### config.mk
export PLATFORM = sky130hd
export DESIGN_NAME = ecg_sim_scheduler
export DESIGN_NICKNAME = d
export VERILOG_FILES = /design/src/rtl/ecg_sim_pkg.sv /design/src/rtl/ecg_mode_sequencer.sv /design/src/rtl/ecg_sim_scheduler.sv
export SDC_FILE = /design/constraint.sdc
export NUM_CORES = 1
export LEC_CHECK = 0
export BUFFER_PORTS_ARGS = -buffer_cell sky130_fd_sc_hd__buf_4
export CAP_MARGIN = 10
export CORE_MARGIN = 1
export CORE_UTILIZATION = 40
export DETAILED_ROUTE_END_ITERATION = 10
export SYNTH_ARGS = -nofsm -noshare
export SYNTH_HDL_FRONTEND = slang
export SYNTH_HIERARCHICAL = 1
export SYNTH_SLANG_ARGS = --single-unit
export TNS_END_PERCENT = 50
### constraint.sdc
create_clock -name clk -period 2.5 [get_ports clk]
set_clock_uncertainty 0.2 [all_clocks]
set_input_delay 0.125 -clock clk [delete_from_list [all_inputs] [get_ports clk]]
set_output_delay 0.125 -clock clk [all_outputs]
set_load 0.1 [all_outputs]
### src/rtl/ecg_sim_pkg.sv
// Shared definitions for the ECG simulator scheduler: mode codes, FSM encoding and
// packet field widths.
package ecg_sim_pkg;

   localparam int unsigned FIELD_W = 12;

   localparam logic [2:0] MODE_NORMAL  = 3'd1;
   localparam logic [2:0] MODE_TACHY   = 3'd2;
   localparam logic [2:0] MODE_LOW_HRV = 3'd3;

   typedef enum logic [1:0] {
      StSettle = 2'd0,
      StSample = 2'd1,
      StSend   = 2'd2,
      StWait   = 2'd3
   } state_e;

   // Auto-cycle order: normal -> tachycardia -> low-HRV -> normal.
   function automatic logic [2:0] next_mode(input logic [2:0] mode);
      case (mode)
         MODE_NORMAL: return MODE_TACHY;
         MODE_TACHY:  return MODE_LOW_HRV;
         default:     return MODE_NORMAL;
      endcase
   endfunction

   function automatic logic mode_legal(input logic [2:0] mode);
      return (mode == MODE_NORMAL) || (mode == MODE_TACHY) || (mode == MODE_LOW_HRV);
   endfunction

endpackage

### src/rtl/ecg_mode_sequencer.sv
// Tracks pending mode-change requests (manual or auto-advance) and the per-mode packet
// count; the scheduler FSM applies the pending mode when its sample period ends.
module ecg_mode_sequencer
   import ecg_sim_pkg::*;
#(
   parameter logic [7:0] PKTS_PER_MODE = 8'd3
) (
   input  logic       clk,
   input  logic       rst_n,
   input  logic       auto_en,
   input  logic [2:0] manual_sel,
   input  logic       manual_load,
   input  logic [2:0] cur_sel,
   input  logic       pkt_done,
   input  logic       mode_taken,
   output logic       apply_mode,
   output logic [2:0] new_sel
);

   logic        pending_q, pending_d;
   logic        manual_q, manual_d;
   logic [2:0]  sel_q, sel_d;
   logic [15:0] dwell_q, dwell_d;
   logic        auto_fire;

   // Auto request is level-based on the dwell count; an existing request blocks it.
   assign auto_fire = auto_en && !pending_q && !mode_taken &&
                      (dwell_q == {8'd0, PKTS_PER_MODE});

   always_comb begin
      pending_d = pending_q;
      manual_d  = manual_q;
      sel_d     = sel_q;
      dwell_d   = dwell_q;
      if (pkt_done) dwell_d = dwell_q + 16'd1;
      if (mode_taken) begin
         pending_d = 1'b0;
         manual_d  = 1'b0;
         dwell_d   = '0;
      end
      if (!auto_en && pending_q && !manual_q) pending_d = 1'b0;
      if (auto_fire) begin
         pending_d = 1'b1;
         manual_d  = 1'b0;
         sel_d     = next_mode(cur_sel);
      end
      if (manual_load && mode_legal(manual_sel)) begin
         pending_d = 1'b1;
         manual_d  = 1'b1;
         sel_d     = manual_sel;
      end
   end

   always_ff @(posedge clk or negedge rst_n) begin
      if (!rst_n) begin
         pending_q <= 1'b0;
         manual_q  <= 1'b0;
         sel_q     <= MODE_NORMAL;
         dwell_q   <= '0;
      end else begin
         pending_q <= pending_d;
         manual_q  <= manual_d;
         sel_q     <= sel_d;
         dwell_q   <= dwell_d;
      end
   end

   assign apply_mode = pending_q;
   assign new_sel    = sel_q;

endmodule

### src/rtl/ecg_sim_scheduler.sv
// Sequences the ECG parameter simulator: selects its mode, waits for it to settle and
// delivers periodic tagged snapshots over a valid/ready handshake.
module ecg_sim_scheduler
   import ecg_sim_pkg::*;
#(
   parameter logic [15:0] SETTLE_CYCLES = 16'd52,
   parameter logic [15:0] SAMPLE_PERIOD = 16'd100,
   parameter logic [7:0]  PKTS_PER_MODE = 8'd3
) (
   input  logic               clk,
   input  logic               rst_n,
   input  logic               auto_en,
   input  logic [2:0]         manual_sel,
   input  logic               manual_load,
   input  logic [FIELD_W-1:0] heart_rate,
   input  logic [FIELD_W-1:0] rr_interval,
   input  logic [FIELD_W-1:0] hrv_value,
   output logic [2:0]         data_sel,
   output logic               pkt_valid,
   input  logic               pkt_ready,
   output logic [2:0]         pkt_mode,
   output logic [FIELD_W-1:0] pkt_hr,
   output logic [FIELD_W-1:0] pkt_rr,
   output logic [FIELD_W-1:0] pkt_hrv,
   output logic [15:0]        pkt_count
);

   state_e      state_q;
   logic [15:0] cnt_q;
   logic        handshake;
   logic        period_done;
   logic        mode_taken;
   logic        apply_mode;
   logic [2:0]  new_sel;

   assign handshake   = pkt_valid && pkt_ready;
   assign period_done = (state_q == StWait) && (cnt_q == SAMPLE_PERIOD - 16'd1);
   assign mode_taken  = period_done && apply_mode;

   ecg_mode_sequencer #(
      .PKTS_PER_MODE(PKTS_PER_MODE)
   ) u_seq (
      .clk        (clk),
      .rst_n      (rst_n),
      .auto_en    (auto_en),
      .manual_sel (manual_sel),
      .manual_load(manual_load),
      .cur_sel    (data_sel),
      .pkt_done   (handshake),
      .mode_taken (mode_taken),
      .apply_mode (apply_mode),
      .new_sel    (new_sel)
   );

   always_ff @(posedge clk or negedge rst_n) begin
      if (!rst_n) begin
         state_q   <= StSettle;
         cnt_q     <= '0;
         data_sel  <= MODE_NORMAL;
         pkt_valid <= 1'b0;
         pkt_mode  <= '0;
         pkt_hr    <= '0;
         pkt_rr    <= '0;
         pkt_hrv   <= '0;
         pkt_count <= '0;
      end else begin
         case (state_q)
            StSettle: begin
               if (cnt_q == SETTLE_CYCLES - 16'd1) begin
                  cnt_q   <= '0;
                  state_q <= StSample;
               end else begin
                  cnt_q <= cnt_q + 16'd1;
               end
            end
            StSample: begin
               pkt_hr    <= heart_rate;
               pkt_rr    <= rr_interval;
               pkt_hrv   <= hrv_value;
               pkt_mode  <= data_sel;
               pkt_valid <= 1'b1;
               state_q   <= StSend;
            end
            StSend: begin
               if (handshake) begin
                  pkt_valid <= 1'b0;
                  pkt_count <= pkt_count + 16'd1;
                  state_q   <= StWait;
               end
            end
            StWait: begin
               if (period_done) begin
                  cnt_q <= '0;
                  // Mode only ever changes here, so no packet sees a mid-flight switch.
                  if (apply_mode) begin
                     data_sel <= new_sel;
                     state_q  <= StSettle;
                  end else begin
                     state_q <= StSample;
                  end
               end else begin
                  cnt_q <= cnt_q + 16'd1;
               end
            end
            default: state_q <= StSettle;
         endcase
      end
   end

endmodule

; ---- After elaboration in Yosys (flattened, before gate mapping)
; Index checks and enable logic that the tools add are counted.
; Widths: inputs -> output; s select.
[op_classes]
n_addsub = 3
eq_ne = 14
n_mux = 21
n_reduce_logical = 26
[ops]
columns = cell, count
row1 = $mux 16, 4
row2 = $add 16x1->16 const B, 3
row3 = $pmux 16 s2, 1
row4 = $eq 16x2->1 const B, 1
row5 = $eq 16x6->1 const B, 1
row6 = $eq 16x7->1 const B, 1
row7 = $eq 3x2->1 const B, 3
row8 = $logic_and 1x1->1, 9
row9 = $mux 1, 8
row10 = $pmux 2 s4, 1
row11 = $reduce_bool 2->1, 4
row12 = $eq 3x1->1 const B, 2
row13 = $mux 2, 3
row14 = $mux 3, 2
row15 = $ne 2x2->1 const B, 3
row16 = $reduce_and 3->1, 2
row17 = $eq 2x2->1 const B, 2
row18 = $logic_not 1->1, 4
row19 = $pmux 2 s2, 1
row20 = $reduce_and 2->1, 2
row21 = $reduce_bool 4->1, 1
row22 = $reduce_bool 3->1, 1
row23 = $eq 2x1->1 const B, 1
row24 = $logic_not 2->1, 1
row25 = 2 further kinds, 3
[word_totals]
register_bits = 98
input_bits = 44
word_cells = 77

; ---- Longest topological paths before layout
; Gate-level depths: netlist of run 1.
[depth]
depth_word = 8
depth_mapped = 9

; ---- By module
; The synthesis of run 1 kept the hierarchy.
[by_module_without_submodules]
columns = module, n_inst, cells_per_inst, area_per_inst_um2, seq_area_each_um2
row1 = ecg_sim_scheduler, 1, 248, 3291.9, 1928.1
row2 = ecg_mode_sequencer, 1, 111, 1082.3, 526.8

; ---- Worst setup path after synthesis of run 1
; Ideal clock, no wire load.
[synth_path]
path_kind = reg2reg
start = register pkt_valid
end = register u_seq.dwell_q[13]
arrival_time_ns = 2.417
t_required_ns = 2.222
path_slack_ns = -0.195
path_stages_with_launch = 7
path_buffers = 1
period_less_slack_ns = 2.695
path_cell_list = dfrtp_1 -> and2_1 -> buf_2 -> o2111ai_2 -> or4_4 -> or3_1 -> a21oi_1
[synth_between]
elab_chain_cells = 2
[synth_rtl]
columns = element, line_no
row1 = from (decl), ecg_sim_scheduler.sv:19  ; output logic pkt_valid,
row2 = from (signal assigned), ecg_sim_scheduler.sv:60  ; pkt_valid <= 1'b0;
row3 = from (signal assigned), ecg_sim_scheduler.sv:81  ; pkt_valid <= 1'b1;
row4 = from (signal assigned), ecg_sim_scheduler.sv:86  ; pkt_valid <= 1'b0;
row5 = $logic_and 1x1->1, ecg_sim_scheduler.sv:36  ; assign handshake = pkt_valid && pkt_ready;
row6 = named net handshake, ecg_sim_scheduler.sv:30  ; logic handshake;
row7 = $reduce_bool 2->1 (no source line), -
row8 = to (signal assigned), ecg_mode_sequencer.sv:64  ; dwell_q <= dwell_d;
row9 = to (decl), ecg_mode_sequencer.sv:23  ; logic [15:0] dwell_q, dwell_d;
; The timed path passes the listed nets, and every way through them passes these cells.
; A chain may end at the register's enable or synchronous reset.

; ---- Final worst setup path of run 1
[layout_path]
start = register cnt_q[1]
end = register u_seq.dwell_q[13]
[layout_between]
elab_chain_cells = 4
word_cells_on_any_way = 5
[layout_rtl]
columns = element, line_no
row1 = from (decl), ecg_sim_scheduler.sv:29  ; logic [15:0] cnt_q;
row2 = from (signal assigned), ecg_sim_scheduler.sv:73  ; cnt_q <= cnt_q + 16'd1;
row3 = from (signal assigned), ecg_sim_scheduler.sv:102  ; cnt_q <= cnt_q + 16'd1;
row4 = $eq 16x7->1 *, ecg_sim_scheduler.sv:37  ; assign period_done = (state_q == StWait) && (cnt_q == SAMPLE_PERIOD - 16'd1);
row5 = $logic_and 1x1->1 *, ecg_sim_scheduler.sv:37
row6 = $logic_and 1x1->1 *, ecg_sim_scheduler.sv:38  ; assign mode_taken = period_done && apply_mode;
row7 = named net mode_taken, ecg_sim_scheduler.sv:32  ; logic mode_taken;
row8 = $mux 16 or $reduce_bool 2->1 (tied branches), -
; Mark *: on every way through the listed nets, which the timed path passes. The rest lies on a longest branch.

==> results of run 1 <==
[final cells by class]
cell class	instances	area (sq um)
Timing Repair Buffer	172	1410
Clock inverter	5	86.3
Multi-Input combinational cell	245	1890
Fill cell	844	4280
Tap cell	136	170
Clock buffer	11	141
Inverter	7	26.3
Sequential cell	98	2460
[metrics by stage]
stage | instance area, sq um | setup slack (ps) | util [%]
3_3_place_gp | 5480 | 37.3 | 52.4
2_1_floorplan | 4380 | 2.83 | -
4_1_cts | 6150 | 2.59 | 58.8
5_1_grt | 6180 | -94.4 | 59.1
6_report | 6180 | 31.6 | 59.1
3_5_place_dp | 5480 | -26.3 | 52.4
[state kept, by name, indices dropped and copies added (netlist names)]
name / cells
cnt_q: 16
pkt_count: 16
u_seq/dwell_q: 16
pkt_hr: 12
pkt_hrv: 12
pkt_rr: 12
data_sel: 3
pkt_mode: 3
u_seq/new_sel: 3
state_q: 2
pkt_valid: 1
u_seq/apply_mode: 1
u_seq/manual_q: 1
[metal layers]
| metal | track usage (%) | part of all wire (%) |
|---|---|---|
| met5 | 0 | 0 |
| met4 | 5.28 | 1.0 |
| met3 | 2.98 | 4.7 |
| met2 | 31.0 | 49 |
| met1 | 22.7 | 46 |
[worst max-delay path, stage by stage (launching register included)]
cell	delay, ps
dfrtp_1	380
ha_2	190
nor4b_4	230
nand3_2	140
nor2_4	130
o2111ai_2	140
or4_4	530
or3_1	320
a21oi_1	140
[placed cells by master (no fill, tap or decap), drive strengths merged, types with 15 or more instances in the layout]
master       count
nand2           23
nor2            28
dlygate4sd3     42
xnor2           22
nand4           15
mux2            45
dfrtp           96
nand3           17
xor2            16
buf            130
[report_power, final]
| part | total (W) | internal (W) | leakage (nW) | switching [W] |
|---|---|---|---|---|
| registers | 0.00244 | 0.00207 | 1.22 | 0.000365 |
| logic | 0.00474 | 0.00134 | 1.52 | 0.00340 |
| clock network | 0.00115 | 0.000599 | 0.114 | 0.000549 |
[cells by family (layout without fill, tap and decap cells)]
family	count (synthesis)	after routing
xor gates and xnor gates	38	38
adders and majority gates	8	8
muxes	48	48
AOI/OAI and AO/OA	28	28
buffers and inverters	16	195
DFF	98	98
and+or+nand+nor	123	123
[timing repair]
| item | in CTS | in global routing |
|---|---|---|
| setup buffers | 1 | 2 |
| hold buffers | 42 | 0 |
| pin swaps | 0 | 1 |
| endpoints found under the setup margin | 4 | 6 |
| gates cloned | 0 | 0 |
| endpoints found under the hold margin | 117 | 0 |
| resized for setup | 3 | 4 |
[how the worst max path moves through the flow]
stage,startpoint,endpoint,slack (ps),cells past startpoint
2_1_floorplan,cnt_q[0]$_DFFE_PN0P_,u_seq/dwell_q[13]$_DFFE_PN0P_,3,8
3_3_place_gp,cnt_q[8]$_DFFE_PN0P_,u_seq/dwell_q[13]$_DFFE_PN0P_,40,7
3_5_place_dp,cnt_q[1]$_DFFE_PN0P_,u_seq/dwell_q[15]$_DFFE_PN0P_,-30,8
4_1_cts,cnt_q[1]$_DFFE_PN0P_,u_seq/dwell_q[15]$_DFFE_PN0P_,3,8
5_1_grt,cnt_q[1]$_DFFE_PN0P_,u_seq/dwell_q[15]$_DFFE_PN0P_,-90,8
6_report,cnt_q[1]$_DFFE_PN0P_,u_seq/dwell_q[13]$_DFFE_PN0P_,30,8
==> results.md, run 1 <==
- Run status: finished, final reports clean
- Top post-synthesis cells by area: dfrtp_1 (55%), mux2_2 (11%), xnor2_1 (4.4%)
- Compound-Gate Fraction of Synth Area: 4.20%
- Worst reg2reg setup slack: 30 ps
- Clk_lat worst skew: 350 ps
- GRT Overall Usage: 17.8%
- Via density per instance: 4.94
- Critical Path Sink Type: flop
- Netlist Area Pre-Place: 4370 sq um
- Routed wire length: 9490 microns
- Setup TNS: 0 ps
- Worst Path Required: 2580 ps
- Total placed cells including tap cells: 613
- Final nets: 585
- Worst hold endpoint: u_seq/manual_q$_DFFE_PN0P_
- Reg2Reg Launch Point: cnt_q[1]$_DFFE_PN0P_
- DRC Markers: 0
- FMAX: 405 MHz
- GRT Residual Overflow: 0
- Pleak: 2.86 nW
- P&R area growth vs syn: 41.3%
- Sequential-to-total area share from yosys stat: 56.1%
- Largest net degree at the start of global routing: 41
- Final setup violating endpoints: 0
- Min-Delay Path Class: in2reg
- Max clock buf depth: 2
- Cells after synthesis: 359
- Antenna-violating nets left: 0
- Worst ir drop on vdd: 1050 uV
- Reg2Reg Depth: 8
- Hold Vio Cnt, Final: 0
- Post-synth top area cell: dfrtp_1
- GPL Wtd Cong: 0.806
- Startpoint types: flop
- Final Hold Slack: 62.6 ps
- Via Count: 3327
- Yosys Warn Count: 6
- Die Y: 107 microns
- Hpwl dp: 6360 microns
- I/O pins: 103
- Final period util: 98.7%
- Count of different cell masters after synthesis: 49
- Adder-cell share of the synthesized area: 2.29%
- Hold Path Stages: 4
- Mapped Nets: 411
- Core area: 10500 sq um
- Final min period: 2470 ps
- Slew HR: 64.5%
- Non-filler instance count after layout: 674
- H-tree depth: 3
- Root buf cell: clkbuf_8
- Tightest Pin Transition: 533 ps
- Synth async-reset ratio: 100%
- Crit Path Max Fanout: 6
- Post-synth top area share: 54.9%
- Post-synth EDFFs: 0
- XOR/XNOR Fraction of Synth Area: 7.61%
- Synth top cells by count: dfrtp_1 (96), mux2_2 (44), nor2_1 (28), nand2_1 (23), xnor2_1 (22)
- Initial Util: 41.8%
- Mux cell area share after synthesis: 12.4%
- CTS clock-pin slew for the worst setup and hold paths: 90 ps
- Pre-antenna DRT Iters: 4
- Synth Area in Simple Gates: 15.9%
- Largest family of logic cells by synthesized area: simple AND/OR/NAND/NOR gates
- Initial drt markers: 113
- Max-Cap Viols: 0
- Crit Reg-Reg Endpoint: u_seq/dwell_q[13]$_DFFE_PN0P_
- Ys flop type: dfrtp_1
- Slew Limit Fails: 0
- TritonCTS clock tree: built
- Vias in the first global route: 3369
- CTS Sinks: 98
- Die area: 11400 sq um
- Syn avg cell area: 12.2 sq um
- # diodes: 0
- Final Total Pwr: 0.00833 W
- Most frequent cell after synthesis: dfrtp_1
- RSZ-0062 raised after global routing: true
- Share of post-route cells with drive strength above 1: 38.7%
- Worst EP arrival: 2550 ps
- Pwr Density: 1350 nW/um^2
- Worst hold start: manual_sel[2]
- Die W: 107 microns
- Flops & latches, synth: 98
- DR WL/cell: 14.1 microns
- Port bufs: 102
- Global-route wire length before repair: 16200 microns
- Site Rows: 37
- Crit Path Category: reg2reg
- Initial antenna violation count: 0
- CTS buffer count: 9
Power figures use the tool's default switching activity.
==> inputs of run 2 (changes only) <==
--- a/config.mk
+++ b/config.mk
@@ -10,6 +10,7 @@
 export CORE_MARGIN = 1
 export CORE_UTILIZATION = 40
 export DETAILED_ROUTE_END_ITERATION = 10
+export REMOVE_ABC_BUFFERS = 1
 export SYNTH_ARGS = -nofsm -noshare
 export SYNTH_HDL_FRONTEND = slang
 export SYNTH_HIERARCHICAL = 1
==> results.md, run 2 (synthesized netlist as in run 1, its figures left out) <==
- Reg2Reg Depth: 8
- Die Y: 107 microns
- Core area: 10500 sq um
- Max clock buf depth: 2
- Crit path max-delay family: simple AND/OR/NAND/NOR gates
- Crit Path Category: reg2reg
- Crit. path cell count: 8
- Slack of the critical path: -79.7 ps
- RSZ-0062 raised after global routing: true
- Total placed cells including tap cells: 616
- Share of post-route cells with drive strength above 1: 39.0%
- CTS clock-pin slew for the worst setup and hold paths: 90 ps
- Worst ir drop on vdd: 1240 uV
- Max-Cap Viols: 0
- Initial antenna violation count: 0
- Root buf cell: clkbuf_8
- Final Hold Slack: 28.4 ps
- CP max stage delay: 580 ps
- Initial drt markers: 111
- GPL Wtd Cong: 0.789
- Site Rows: 37
- H-tree depth: 3
- Initial Util: 41.8%
- Min-Delay Path Class: in2async
- Largest net degree at the start of global routing: 49
- Hold Vio Cnt, Final: 0
- Startpoint types: flop
- Global-route wire length before repair: 16300 microns
- Pre-antenna DRT Iters: 4
- Antenna-violating nets left: 0
- Clk_lat worst skew: 360 ps
- GRT Overall Usage: 18.3%
- CTS buffer count: 9
- Slew HR: 66.6%
- I/O pins: 103
- Failing checks: setup timing
- TritonCTS clock tree: built
- Via density per instance: 4.95
- Most common cell after layout, fill and taps aside: buf_4
- DR WL/cell: 14.6 microns
- Crit path buf inv count: 0
- Die W: 107 microns
- Slowest cell on crit path: or4_4
- Non-filler instance count after layout: 679
- Critical Path Sink Type: flop
- Hpwl dp: 6800 microns
- GRT Residual Overflow: 0
- Vias in the first global route: 3425
- Routed wire length: 9940 microns
- Final min period: 2580 ps
- Port bufs: 102
- Fillers: 858
- Tightest Pin Transition: 495 ps
- Crit Path Max Fanout: 6
- Die area: 11400 sq um
- Final setup violating endpoints: 4
- Slew Limit Fails: 0
- CTS Sinks: 98
- Run status: finished, violations left
- Worst Path Required: 2590 ps
- FMAX: 388 MHz
- Final period util: 103%
- Final nets: 590
- Pleak: 2.86 nW
- P&R area growth vs syn: 41.7%
- # diodes: 0
- Pwr Density: 1330 nW/um^2
- Worst EP arrival: 2670 ps
- Via Count: 3361
- Largest regs: cnt_q x16, pkt_count x16, u_seq/dwell_q x16
- Commonest cells after routing, fill and taps aside: buf_4 (132), dfrtp_1 (96), mux2_2 (44), dlygate4sd3_1 (42), nor2_1 (27)
- Critical path cell sequence: ha_4 -> nor4b_4 -> nand3_2 -> nor2_4 -> o2111ai_2 -> or4_4 -> or3_4 -> a21oi_2
- DRC Markers: 0
## run 2: routing by layer
metal / track usage, % / share of wire [%] / routed length, microns
met5: 0 / 0 / 0
met4: 7.53 / 1.5 / 154
met3: 3.10 / 5.2 / 514
met2: 30.6 / 49 / 4870
met1: 23.6 / 44 / 4400
## run 2: repair_timing
action,4_1_cts,5_1_grt
gates resized for setup,5,5
pin swaps,1,6
endpoints found under the setup margin,5,6
hold buffers,42,0
endpoints found under the hold margin,141,0
buffers inserted,2,3
## run 2: metrics by stage
step | util (%) | setup WS [ps] | total power [W] | area (sq um) | setup TNS [ps]
final | 59.3 | -79.7 | 0.00824 | 6200 | -240
after global routing | 59.3 | -149 | 0.00864 | 6200 | -604
after CTS | 58.8 | -6.20 | 0.00824 | 6150 | -6.20
after detailed placement | 52.7 | -71.0 | 0.00716 | 5510 | -214
after global placement | 52.7 | 2.14 | 0.00710 | 5510 | 0
after floorplan | - | -639 | 0.00602 | 4340 | -3980
## run 2: cell type report
type | count | area (sq um) | area share [%]
multi-input combinational | 245 | 1900 | 30.6
timing repair buffer | 177 | 1460 | 23.6
tap | 136 | 170 | 2.74
clock inverter | 4 | 53.8 | 0.868
clock buffer | 12 | 135 | 2.18
inverter | 7 | 26.3 | 0.424
sequential | 98 | 2450 | 39.6
## run 2: worst paths after layout
check	from	endpoint	slack (ps)
max in group asynchronous	rst_n	pkt_hr[1]$_DFFE_PN0P_	1440
min in group clk	manual_sel[2]	u_seq/manual_q$_DFFE_PN0P_	100
worst min register to register	pkt_count[15]$_DFFE_PN0P_	pkt_count[15]$_DFFE_PN0P_	290
worst max register to register	cnt_q[1]$_DFFE_PN0P_	u_seq/dwell_q[15]$_DFFE_PN0P_	-80
worst max-delay path	cnt_q[1]$_DFFE_PN0P_	u_seq/dwell_q[15]$_DFFE_PN0P_	-80
worst min-delay path	rst_n	data_sel[1]$_DFFE_PN0P_	30
## run 2: report_power, final
| part | internal, W | switching, W |
|---|---|---|
| Combinational | 0.00139 | 0.00344 |
| Clock | 0.000468 | 0.000523 |
| Sequential | 0.00207 | 0.000348 |
==> inputs of run 3 (changes only) <==
--- a/config.mk
+++ b/config.mk
@@ -7,10 +7,14 @@
 export LEC_CHECK = 0
 export BUFFER_PORTS_ARGS = -buffer_cell sky130_fd_sc_hd__buf_4
 export CAP_MARGIN = 10
+export CELL_PAD_IN_SITES_DETAIL_PLACEMENT = 0
+export CELL_PAD_IN_SITES_GLOBAL_PLACEMENT = 1
 export CORE_MARGIN = 1
-export CORE_UTILIZATION = 40
+export CORE_UTILIZATION = 38
 export DETAILED_ROUTE_END_ITERATION = 10
+export PLACE_DENSITY_LB_ADDON = 0.1
 export REMOVE_ABC_BUFFERS = 1
+export SKIP_CTS_REPAIR_TIMING = 1
 export SYNTH_ARGS = -nofsm -noshare
 export SYNTH_HDL_FRONTEND = slang
 export SYNTH_HIERARCHICAL = 1
==> results.md, run 3 (synthesized netlist as in run 1, its figures left out) <==
- Max clock buf depth: 2
- P&R area growth vs syn: 44.5%
- Reg2Reg Launch Point: cnt_q[8]$_DFFE_PN0P_
- Final period util: 99.5%
- Via Count: 3331
- Crit Reg-Reg Endpoint: u_seq/dwell_q[15]$_DFFE_PN0P_
- DR WL/cell: 14.6 microns
- CTS Sinks: 98
- Startpoint types: flop
- CTS clock-pin slew for the worst setup and hold paths: 70 ps
- Core area: 11000 sq um
- H-tree depth: 3
- Commonest cells after routing, fill and taps aside: buf_4 (133), dfrtp_1 (96), mux2_2 (44), dlygate4sd3_1 (42), nor2_1 (27)
- Most common cell after layout, fill and taps aside: buf_4
- Hpwl dp: 6880 microns
- Root buf cell: clkbuf_16
- Largest regs: cnt_q x16, pkt_count x16, u_seq/dwell_q x16
- Crit path buf inv count: 0
- RSZ-0062 raised after global routing: true
- Vias in the first global route: 3018
- Die area: 11900 sq um
- Seq. cell area: 2450 sq um
- Antenna-violating nets left: 0
- DRC Markers: 0
- TritonCTS clock tree: built
- Slew Limit Fails: 0
- GPL Wtd Cong: 0.779
- Pwr Density: 1360 nW/um^2
- Initial drt markers: 154
- Crit. path cell count: 7
- Worst ir drop on vdd: 1490 uV
- Reg2Reg Depth: 7
- Via density per instance: 4.87
- Clk_lat worst skew: 340 ps
- Site Rows: 38
- Crit path to: u_seq/dwell_q[15]$_DFFE_PN0P_
- Pre-antenna DRT Iters: 4
- Final nets: 591
- Worst EP arrival: 2560 ps
- Critical Path Sink Type: flop
- Run status: finished, final reports clean
- CTS buffer count: 9
- FMAX: 402 MHz
- Final min period: 2490 ps
- Crit Path Max Fanout: 6
- Multi-input gate area: 1900 sq um
- Crit path max-delay family: simple AND/OR/NAND/NOR gates
- Die W: 109 microns
- Worst hold start: manual_sel[2]
- Slew HR: 60.6%
- Global-route wire length before repair: 15300 microns
- Hold Vio Cnt, Final: 0
- Worst Path Required: 2570 ps
- # diodes: 0
- CP max stage delay: 530 ps
- Port bufs: 102
- Slowest cell on crit path: or4_4
- Pleak: 2.93 nW
- Final setup violating endpoints: 0
- Slack of the critical path: 13.1 ps
- GRT Overall Usage: 16.8%
- Routed wire length: 9960 microns
- Max-Cap Viols: 0
- I/O pins: 103
- Setup WS pre-CTS: -82.5 ps
- Final Total Pwr: 0.00861 W
- Fillers: 910
- Setup TNS: 0 ps
- Largest net degree at the start of global routing: 44
- Share of post-route cells with drive strength above 1: 39.3%
- Min-Delay Path Class: in2reg
- Crit Path Category: reg2reg
- Tightest Pin Transition: 591 ps
- Die Y: 109 microns
- Critical Path Start: cnt_q[8]$_DFFE_PN0P_
- Worst reg2reg setup slack: 10 ps
- Critical path cell sequence: nor4_4 -> nand3_2 -> nor2_4 -> o2111ai_2 -> or4_4 -> or3_1 -> a21oi_1
- GRT Residual Overflow: 0
- Initial Util: 39.7%
- Initial antenna violation count: 0
## run 3: power by group
group	leakage (nW)	internal [W]	switching [W]
clock	0.143	0.000803	0.000568
sequential	1.23	0.00208	0.000356
combinational	1.56	0.00138	0.00342
total	2.93	0.00426	0.00435
## run 3: worst min-delay path by stage
stage,end,slack (ps),cells past startpoint
floorplan,cnt_q[0]$_DFFE_PN0P_,-370,0
CTS,pkt_hrv[0]$_DFFE_PN0P_,-400,1
detailed placement,pkt_hr[0]$_DFFE_PN0P_,-30,1
global route,u_seq/manual_q$_DFFE_PN0P_,180,4
global placement,pkt_hr[0]$_DFFE_PN0P_,-40,1
finish,u_seq/manual_q$_DFFE_PN0P_,90,4
## run 3: worst register-to-register path: cells and delay by family (launching register included)
kind	cells	cell delay, ps
flops	1	420
simple gates	5	1510
compound gates	2	280
## run 3: through the flow
stage	area [sq um]	util, %	hold slack (ps)	cells
after global routing	6320	57.3	182	684
after global placement	5530	50.1	-35.7	622
after detailed placement	5530	50.1	-26.9	622
after floorplan	4340	-	-371	350
final	6320	57.3	85.2	684
after CTS	5830	52.8	-400	638
## run 3: area by class of cell
class / count / area share [%]
repair buffers: 178 / 23.3
well taps: 140 / 2.77
multi-input cells: 245 / 30.0
flip-flops and latches: 98 / 38.8
inverters: 7 / 0.416
clock buffers: 12 / 3.90
clock inverters: 4 / 0.811
## run 3: metal layers
metal / up-vias / track usage, % / part of all wire (%)
met5: - / 0 / 0
met4: 0 / 5.43 / 1.1
met1: 1591 / 23.5 / 48
met2: 102 / 25.2 / 45
met3: 8 / 4.68 / 5.7
li1: 1630 / - / -
